[config.mk]
export PLATFORM = sky130hd
export DESIGN_NAME = sdr_port_arbiter
export DESIGN_NICKNAME = d
export VERILOG_FILES = /design/src/rtl/sdr_port_arbiter.sv
export SDC_FILE = /design/constraint.sdc
export NUM_CORES = 1
export LEC_CHECK = 0
export ABC_AREA = 1
export CAP_MARGIN = 25
export CORE_MARGIN = 4
export CORE_UTILIZATION = 30
export DETAILED_ROUTE_END_ITERATION = 10
export GPL_TIMING_DRIVEN = 1
export PLACE_DENSITY = 0.78
export SLEW_MARGIN = 20
export SYNTH_ARGS = -nofsm -noshare
export SYNTH_HDL_FRONTEND = slang
export SYNTH_SLANG_ARGS = --single-unit
[constraint.sdc]
create_clock -name clk_sdr -period 4.45 [get_ports clk_sdr]
set_clock_uncertainty 0.2 [all_clocks]
set_input_delay 0.445 -clock clk_sdr [delete_from_list [all_inputs] [get_ports clk_sdr]]
set_output_delay 0.445 -clock clk_sdr [all_outputs]
set_load 0.01 [all_outputs]
[src/rtl/sdr_port_arbiter.sv]
// Two-port arbiter in front of the single SDRAM controller port.
// Video scanout has fixed priority; a starvation counter forces a CPU grant
// after STARVE_MAX consecutive video wins over a pending CPU request.
// The granted request is captured and forwarded. Beat data is routed to the
// owner and beats are counted against the controller's done signal.
module sdr_port_arbiter #(
  parameter int ADDR_W     = 24,
  parameter int DATA_W     = 16,
  parameter int BURST_W    = 4,
  parameter int STARVE_MAX = 4
) (
  input  logic              clk_sdr,
  input  logic              reset_n,
  input  logic              vid_req,
  input  logic [ADDR_W-1:0] vid_addr,
  input  logic [BURST_W-1:0] vid_len,
  output logic              vid_ack,
  output logic [DATA_W-1:0] vid_rdata,
  output logic              vid_rvalid,
  output logic              vid_done,
  input  logic              cpu_req,
  input  logic              cpu_we,
  input  logic [ADDR_W-1:0] cpu_addr,
  input  logic [BURST_W-1:0] cpu_len,
  input  logic [DATA_W-1:0] cpu_wdata,
  output logic              cpu_wnext,
  output logic              cpu_ack,
  output logic [DATA_W-1:0] cpu_rdata,
  output logic              cpu_rvalid,
  output logic              cpu_done,
  output logic              mem_req,
  output logic              mem_we,
  output logic [ADDR_W-1:0] mem_addr,
  output logic [BURST_W-1:0] mem_len,
  input  logic              mem_ack,
  output logic [DATA_W-1:0] mem_wdata,
  input  logic              mem_wnext,
  input  logic [DATA_W-1:0] mem_rdata,
  input  logic              mem_rvalid,
  input  logic              mem_done,
  output logic              err
);

  // Beat counter needs one extra bit: len=0 means 2^BURST_W beats.
  localparam int CNT_W    = BURST_W + 1;
  localparam int STARVE_W = (STARVE_MAX < 1) ? 1 : $clog2(STARVE_MAX + 1);
  localparam logic [CNT_W-1:0]    FULL_BEATS = {1'b1, {BURST_W{1'b0}}};
  localparam logic [STARVE_W-1:0] STARVE_LIM = STARVE_W'(STARVE_MAX);

  typedef enum logic [2:0] {
    IDLE    = 3'd0,
    ISSUE_V = 3'd1,
    ISSUE_C = 3'd2,
    BUSY_V  = 3'd3,
    BUSY_C  = 3'd4
  } state_t;

  state_t               state_reg, state_next;
  logic [STARVE_W-1:0]  starve_reg, starve_next;
  logic [CNT_W-1:0]     beat_cnt_reg, beat_cnt_next;
  logic [CNT_W-1:0]     cnt_after;
  logic                 mem_req_reg, mem_req_next;
  logic                 mem_we_reg, mem_we_next;
  logic [ADDR_W-1:0]    mem_addr_reg, mem_addr_next;
  logic [BURST_W-1:0]   mem_len_reg, mem_len_next;
  logic                 vid_ack_reg, vid_ack_next;
  logic                 cpu_ack_reg, cpu_ack_next;
  logic                 vid_done_reg, vid_done_next;
  logic                 cpu_done_reg, cpu_done_next;
  logic                 err_reg, err_next;

  logic idle, busy_v, busy_c, busy;
  logic rd_ok, wr_ok, beat;
  logic grant_c, grant_v;
  logic [CNT_W-1:0] load_beats;

  assign idle   = (state_reg == IDLE);
  assign busy_v = (state_reg == BUSY_V);
  assign busy_c = (state_reg == BUSY_C);
  assign busy   = busy_v | busy_c;

  // Which beat kind is legal for the burst currently owning the port.
  assign rd_ok = busy_v | (busy_c & ~mem_we_reg);
  assign wr_ok = busy_c & mem_we_reg;
  assign beat  = (mem_rvalid & rd_ok) | (mem_wnext & wr_ok);

  // CPU wins when starved or when video is not asking; otherwise video wins.
  assign grant_c = idle & cpu_req & ((starve_reg == STARVE_LIM) | ~vid_req);
  assign grant_v = idle & vid_req & ~grant_c;

  assign load_beats = (mem_len_reg == '0) ? FULL_BEATS : {1'b0, mem_len_reg};

  // Zero-latency data routing; everything is quiet outside a data phase.
  assign vid_rdata  = busy ? mem_rdata : '0;
  assign cpu_rdata  = busy ? mem_rdata : '0;
  assign vid_rvalid = busy_v & mem_rvalid;
  assign cpu_rvalid = busy_c & ~mem_we_reg & mem_rvalid;
  assign cpu_wnext  = wr_ok & mem_wnext;
  assign mem_wdata  = wr_ok ? cpu_wdata : '0;

  assign vid_ack  = vid_ack_reg;
  assign cpu_ack  = cpu_ack_reg;
  assign vid_done = vid_done_reg;
  assign cpu_done = cpu_done_reg;
  assign mem_req  = mem_req_reg;
  assign mem_we   = mem_we_reg;
  assign mem_addr = mem_addr_reg;
  assign mem_len  = mem_len_reg;
  assign err      = err_reg;

  // Next-state, capture, beat accounting and protocol checking.
  always_comb begin
    state_next    = state_reg;
    starve_next   = starve_reg;
    beat_cnt_next = beat_cnt_reg;
    cnt_after     = beat_cnt_reg;
    mem_req_next  = mem_req_reg;
    mem_we_next   = mem_we_reg;
    mem_addr_next = mem_addr_reg;
    mem_len_next  = mem_len_reg;
    vid_ack_next  = 1'b0;
    cpu_ack_next  = 1'b0;
    vid_done_next = 1'b0;
    cpu_done_next = 1'b0;
    err_next      = err_reg;

    case (state_reg)
      IDLE: begin
        if (mem_rvalid || mem_wnext || mem_done || mem_ack) err_next = 1'b1;
        if (grant_c) begin
          mem_req_next  = 1'b1;
          mem_we_next   = cpu_we;
          mem_addr_next = cpu_addr;
          mem_len_next  = cpu_len;
          cpu_ack_next  = 1'b1;
          starve_next   = '0;
          state_next    = ISSUE_C;
        end else if (grant_v) begin
          mem_req_next  = 1'b1;
          mem_we_next   = 1'b0;
          mem_addr_next = vid_addr;
          mem_len_next  = vid_len;
          vid_ack_next  = 1'b1;
          if (cpu_req && starve_reg != STARVE_LIM) starve_next = starve_reg + 1'b1;
          state_next    = ISSUE_V;
        end
      end

      ISSUE_V, ISSUE_C: begin
        if (mem_rvalid || mem_wnext || mem_done) err_next = 1'b1;
        if (mem_ack) begin
          mem_req_next  = 1'b0;
          beat_cnt_next = load_beats;
          state_next    = (state_reg == ISSUE_V) ? BUSY_V : BUSY_C;
        end
      end

      BUSY_V, BUSY_C: begin
        if (mem_ack) err_next = 1'b1;
        if (mem_rvalid && !rd_ok) err_next = 1'b1;
        if (mem_wnext && !wr_ok) err_next = 1'b1;
        // A beat with nothing left to count is an overrun; hold at zero.
        if (beat) begin
          if (beat_cnt_reg == '0) err_next = 1'b1;
          else cnt_after = beat_cnt_reg - 1'b1;
        end
        beat_cnt_next = cnt_after;
        // Done is judged after the same-cycle beat has been counted.
        if (mem_done) begin
          if (cnt_after != '0) err_next = 1'b1;
          beat_cnt_next = '0;
          vid_done_next = busy_v;
          cpu_done_next = busy_c;
          state_next    = IDLE;
        end
      end

      default: state_next = IDLE;
    endcase
  end

  // State and output registers with synchronous active-low reset.
  always_ff @(posedge clk_sdr) begin
    if (!reset_n) begin
      state_reg    <= IDLE;
      starve_reg   <= '0;
      beat_cnt_reg <= '0;
      mem_req_reg  <= 1'b0;
      mem_we_reg   <= 1'b0;
      mem_addr_reg <= '0;
      mem_len_reg  <= '0;
      vid_ack_reg  <= 1'b0;
      cpu_ack_reg  <= 1'b0;
      vid_done_reg <= 1'b0;
      cpu_done_reg <= 1'b0;
      err_reg      <= 1'b0;
    end else begin
      state_reg    <= state_next;
      starve_reg   <= starve_next;
      beat_cnt_reg <= beat_cnt_next;
      mem_req_reg  <= mem_req_next;
      mem_we_reg   <= mem_we_next;
      mem_addr_reg <= mem_addr_next;
      mem_len_reg  <= mem_len_next;
      vid_ack_reg  <= vid_ack_next;
      cpu_ack_reg  <= cpu_ack_next;
      vid_done_reg <= vid_done_next;
      cpu_done_reg <= cpu_done_next;
      err_reg      <= err_next;
    end
  end

endmodule

==> run_results.csv, run 1 <==
group,metric,value,unit
timing,setup_viol,0,
hold_path,hold_class,"reg2reg",
setup_path,crit_fanout,24,
logic_synthesis,ys_types,32,
clocking,clock_latency,0.30,ns
pwr,ir_drop,280,uV
timing,tightest_slew,0.982,ns
place,io_buffers,182,
run_status,status,"complete, no violations",
timing,finalHoldViolCount,0,
route,drc,0,
setup_path,startpoint_type,"register",
clocking,cts_setup_buffers,0,
route,routed_wl,9970,um
setup_path,cpMaxStageDelayCell,"and2_1",
run,cap_violations,0,
pwr,leakagePower,0.00215,uW
global_routing,grt_remaining_overflow,0,
global_routing,grt_max_degree,57,
place,dp_hpwl,8110,um
floorplanning,initial_core_util,30.7,%
floorplanning,coreArea,0.00920,mm^2
logic_synthesis,postSynthAreaPerCell,6.60,um^2
clocking,hold_buffers,0,
route,dr.pass1.iters,5,
setup_path,required,3.81,ns
layout,drive_gt1_share,3.95,%
layout,n_antenna_cell,0,
timing,fin_setup_tns,0,ns
layout,layout_common_cells,"182 x clkdlybuf4s50_1, 84 x nand2_1, 83 x inv_1",
logic_synthesis,synth.area.top_cells,"dfxtp_1 33%, nand2_1 11%, inv_1 11%, nand3_1 8.0%, o211ai_1 7.4%",
layout,layout_commonest_cell,"clkdlybuf4s50_1",
clocking,clk_path_buf_depth,2,
timing,finalWorstSetupSlack,1.13,ns
setup_path,cp_cell_sequence,"inv_1 -> nand3_1 -> and2_1 -> nor2_1 -> clkdlybuf4s50_1",
clocking,root_buffer,"clkbuf_8",
logic_synthesis,ys_ff_latch,46,
timing,post-route-min-period,3.32,ns
logic_synthesis,yosysWarnings,0,
layout,stdcell_count,694,
timing,rsz0062_at_grt,"false",
logic_synthesis,syn_area,0.00282,mm^2
route,via_per_inst,4.78,
timing,maxSlewHeadroom,34.5,%
place,routabilityCongestion,0.926,
logic_synthesis,ys_seq_area_share,32.6,%
setup_path,cp.arrival,2.68,ns
global_routing,grt_first_pass_wirelength,15900,um
route,drtIter0Drc,91,
global_routing,grt_pass1_vias,3265,
layout,largest_reg_flops,24,
global_routing,grt_usage,17.7,%
route,route.vias.total,3318,
layout,layout.nets,682,
setup_path,slowest_delay,0.80,ns
place,place_ws,1.44,ns
clocking,numCtsBuffers,5,
layout,finalCoreUtilization,50.3,%
clocking,numClockSinks,46,
pwr,power.density,518,mW/mm^2
timing,maxSlewViolCount,0,
floorplanning,die_h,105,um
route,ant_nets,0,
clocking,cts_resized,0,
setup_path,endpoint_kind,"primary output",
timing,fin_crit_sh,74.6,%
route,wire_per_inst,14.4,um
place,dp_cells,686,
global_routing,antenna_found_initial,0,
clocking,cts_tree,"yes",
floorplanning,io_pins,183,
logic_synthesis,synth_nets,528,
clocking,cts_max_level,2,
setup_path,path_class,"reg2out",
floorplanning,die_w,105,um
logic_synthesis,synthesis.instances,428,
logic_synthesis,synth_top_area_share,32.6,%
floorplanning,rows,35,
timing,fmaxAchievable,301,MHz
floorplanning,floorplan.die_area,0.0110,mm^2
layout,area_growth,63.8,%
logic_synthesis,synth_top_area_cell,"dfxtp_1",
clocking,clk_pin_slew,0.09,ns
==> cell families (layout without fill, tap and decap cells) <==
family | Yosys count | count (layout) | synth area share [%]
compound gates | 65 | 65 | 14.8
xor+xnor | 1 | 1 | 0.310
fa+ha+maj | 3 | 3 | 1.33
buf+inv | 123 | 278 | 20.9
flops | 46 | 46 | 32.6
simple gates | 190 | 190 | 30.0
==> area by class of cell <==
class	count	area [um^2]
clock buffers	7	86.3
clock inverters	1	8.76
fillers	919	4570
inverters	87	327
multi-input cells	259	1310
flip-flops and latches	46	921
well taps	111	139
repair buffers	183	1830
==> power by group <==
part	internal, uW	leakage [uW]	total, uW	switching, uW
Combinational	659	0.00172	1430	771
Sequential	569	0.000380	693	125
Clock	129	0.0000489	274	145
==> synthesized netlist by cell type <==
master    number
a32o_1         1
nand4_2        1
nand2_1       84
nand3_1       45
and2_1         1
nor4_1         2
a22oi_1        3
nand3_2        1
a21oi_1       14
buf_4         18
nor3_1         2
inv_1         83
buf_6          7
o21ai_2        1
ha_1           3
nor2_2         3
nor2_1        42
o21ai_0       11
o21ai_1        3
inv_2          4
nor2_4         2
xor2_1         1
o22ai_1        1
nand4_1        4
a211oi_1       2
dfxtp_1       46
buf_2          6
nand2_2        2
nor2_8         1
a31oi_1        1
clkbuf_1       5
o211ai_1      28
==> worst paths after layout <==
check,start,endpoint,depth (start not counted),slack [ns]
hold reg to reg,mem_req,mem_req,2,0.29
setup / recovery,state_reg[2],cpu_rdata[13],5,1.13
hold / removal,mem_req,mem_req,2,0.29
setup reg to reg,starve_reg[0],mem_len[2],10,1.89
==> worst max-delay path, delay by kind of cell, from the launching register on <==
| family | cells | cell delay, ns |
|---|---|---|
| DFF | 1 | 0.50 |
| and+or+nand+nor | 3 | 1.18 |
| buffers and inverters | 2 | 0.70 |
==> through the flow <==
stage                     power [uW]  instance area [um^2]  hold WS (ns)
after detailed placement        2130                  4530         0.283
final                           2400                  4620         0.295
after global placement          2100                  4530         0.263
after global routing            2610                  4620         0.332
after floorplan                 1590                  2820         0.229
after CTS                       2420                  4620         0.302
==> routing by layer <==
metal | track usage (%) | part of all wire (%) | wire length, um
met1 | 18.0 | 37 | 3720
met2 | 30.8 | 46 | 4570
met3 | 8.09 | 13 | 1270
met4 | 8.43 | 4.0 | 399
met5 | 0 | 0 | 0
Note: power is estimated with default switching activity, not from simulation.
==> inputs of run 2 (changes only) <==
- PLACE_DENSITY: 0.78 -> 0.8
- clock period: 4.45 -> 2.8 ns (I/O delays scaled with it)
==> run 2 against run 1 <==
  * Total power rose by 60%
  * Largest power group unchanged
  * Sequential share of layout area fell by 0.20 points
  * Global-route usage fell by 1.3 points
  * Via count fell by 0.33%
  * Count of clock-buffer cells in the layout fell by 2
==> run_results.csv, run 2 (same netlist as run 1, synthesis figures left out) <==
group,metric,value,unit
setup_path,crit_fanout,17,
setup_path,path_class,"reg2out",
timing,maxSlewViolCount,0,
timing,post-route-min-period,2.61,ns
floorplanning,rows,35,
clocking,clk_pin_slew,0.10,ns
timing,rsz0062_at_grt,"false",
setup_path,startpoint_type,"register",
clocking,numClockSinks,46,
floorplanning,die_h,105,um
timing,fin_setup_tns,0,ns
clocking,hold_buffers,0,
floorplanning,floorplan.die_area,0.0110,mm^2
place,routabilityCongestion,0.822,
route,route.vias.total,3307,
global_routing,grt_first_pass_wirelength,15100,um
timing,holdWs,0.277,ns
layout,area_growth,65.4,%
layout,n_antenna_cell,0,
setup_path,required,2.32,ns
global_routing,grt_max_degree,57,
global_routing,antenna_found_initial,0,
clocking,cts_setup_buffers,0,
route,wire_per_inst,13.2,um
place,io_buffers,182,
clocking,cts_max_level,2,
layout,drive_gt1_share,5.11,%
global_routing,grt_pass1_vias,3290,
floorplanning,die_w,105,um
global_routing,grt_usage,16.4,%
layout,layout_commonest_cell,"clkdlybuf4s50_1",
route,drc,0,
hold_path,hold_class,"reg2reg",
floorplanning,io_pins,183,
setup_path,cp.arrival,2.13,ns
pwr,power.density,823,mW/mm^2
clocking,clk_path_buf_depth,2,
pwr,ir_drop,365,uV
layout,stdcell_count,698,
timing,setup_viol,0,
route,ant_nets,0,
setup_path,endpoint_kind,"primary output",
run,cap_violations,0,
floorplanning,initial_core_util,30.7,%
clocking,cts_tree,"yes",
clocking,clock_latency,0.30,ns
floorplanning,coreArea,0.00920,mm^2
layout,layout_common_cells,"182 x clkdlybuf4s50_1, 84 x nand2_1, 83 x inv_1",
route,drtIter0Drc,137,
run_status,status,"complete, no violations",
route,routed_wl,9220,um
pwr,leakagePower,0.00217,uW
timing,finalHoldViolCount,0,
clocking,cts_resized,0,
place,dp_cells,690,
route,via_per_inst,4.74,
place,dp_hpwl,7490,um
route,dr.pass1.iters,4,
timing,fin_crit_sh,93.1,%
timing,maxSlewHeadroom,69.0,%
clocking,root_buffer,"clkbuf_8",
layout,largest_reg_flops,24,
clocking,numCtsBuffers,5,
timing,fmaxAchievable,384,MHz
global_routing,grt_remaining_overflow,0,
layout,layout.nets,686,
timing,tightest_slew,0.464,ns
==> run 2: cell types whose count changed in the layout (fill, tap and decap cells not counted) <==
cell        previous run  this run
clkinv_4               0         1
buf_4                  1         4
clkbuf_1               1         0
clkinvlp_4             0         1
clkbuf_8               6         5
nand3_1               45        44
and2_2                 0         1
and2_1                 1         0
nand3_2                1         2
buf_12                 0         1
==> run 2: area by class of cell <==
class	count	area (um^2)
Inverter	87	327
Fill cell	902	4520
Sequential cell	46	921
Timing Repair Buffer	187	1870
Tap cell	111	139
Clock inverter	3	25.0
Clock buffer	5	68.8
Multi-Input combinational cell	259	1320
==> run 2: power breakdown <==
part	internal (uW)	switching, uW
registers	904	190
clock network	181	248
logic	1100	1220
==> run 2: layer usage <==
| layer | routed length, um | part of all wire, % | GRT usage [%] | vias to the layer above |
|---|---|---|---|---|
| met5 | 0 | 0 | 0 | - |
| met4 | 49 | 0.53 | 3.00 | 0 |
| met3 | 888 | 9.6 | 5.13 | 4 |
| met2 | 4620 | 50 | 31.7 | 156 |
| met1 | 3660 | 40 | 17.3 | 1485 |
| li1 | - | - | - | 1662 |
==> run 2: worst paths after layout <==
kind                                     from             to  slack [ns]  depth (start not counted)
worst max-delay path             state_reg[2]   vid_rdata[6]        0.19                          5
worst min-delay path            starve_reg[2]  starve_reg[2]        0.28                          1
worst max register to register   state_reg[2]   state_reg[0]        0.61                          8
worst min register to register  starve_reg[2]  starve_reg[2]        0.28                          1
==> run 2: worst max-delay path: stages, from the launching register on <==
cell	delay, ns
dfxtp_1	0.42
inv_1	0.15
nand3_1	0.14
and2_2	0.34
nor2_1	0.21
clkdlybuf4s50_1	0.58
==> run 2: stage by stage <==
step	setup slack (ns)	utilization (%)	cell area, um^2	power (uW)
after floorplan	0.743	-	2820	2520
after detailed placement	0.370	49.7	4570	3430
after global routing	0.0270	50.8	4670	4170
final	0.194	50.8	4670	3840
after global placement	0.489	49.7	4570	3360
after CTS	0.00852	50.7	4670	3880
==> inputs of run 3 (changes only) <==
- CTS_CLUSTER_DIAMETER: not set -> 120
==> results of run 3 <==
Same layout as run 2: the final DEF is identical, and so are final timing and power.
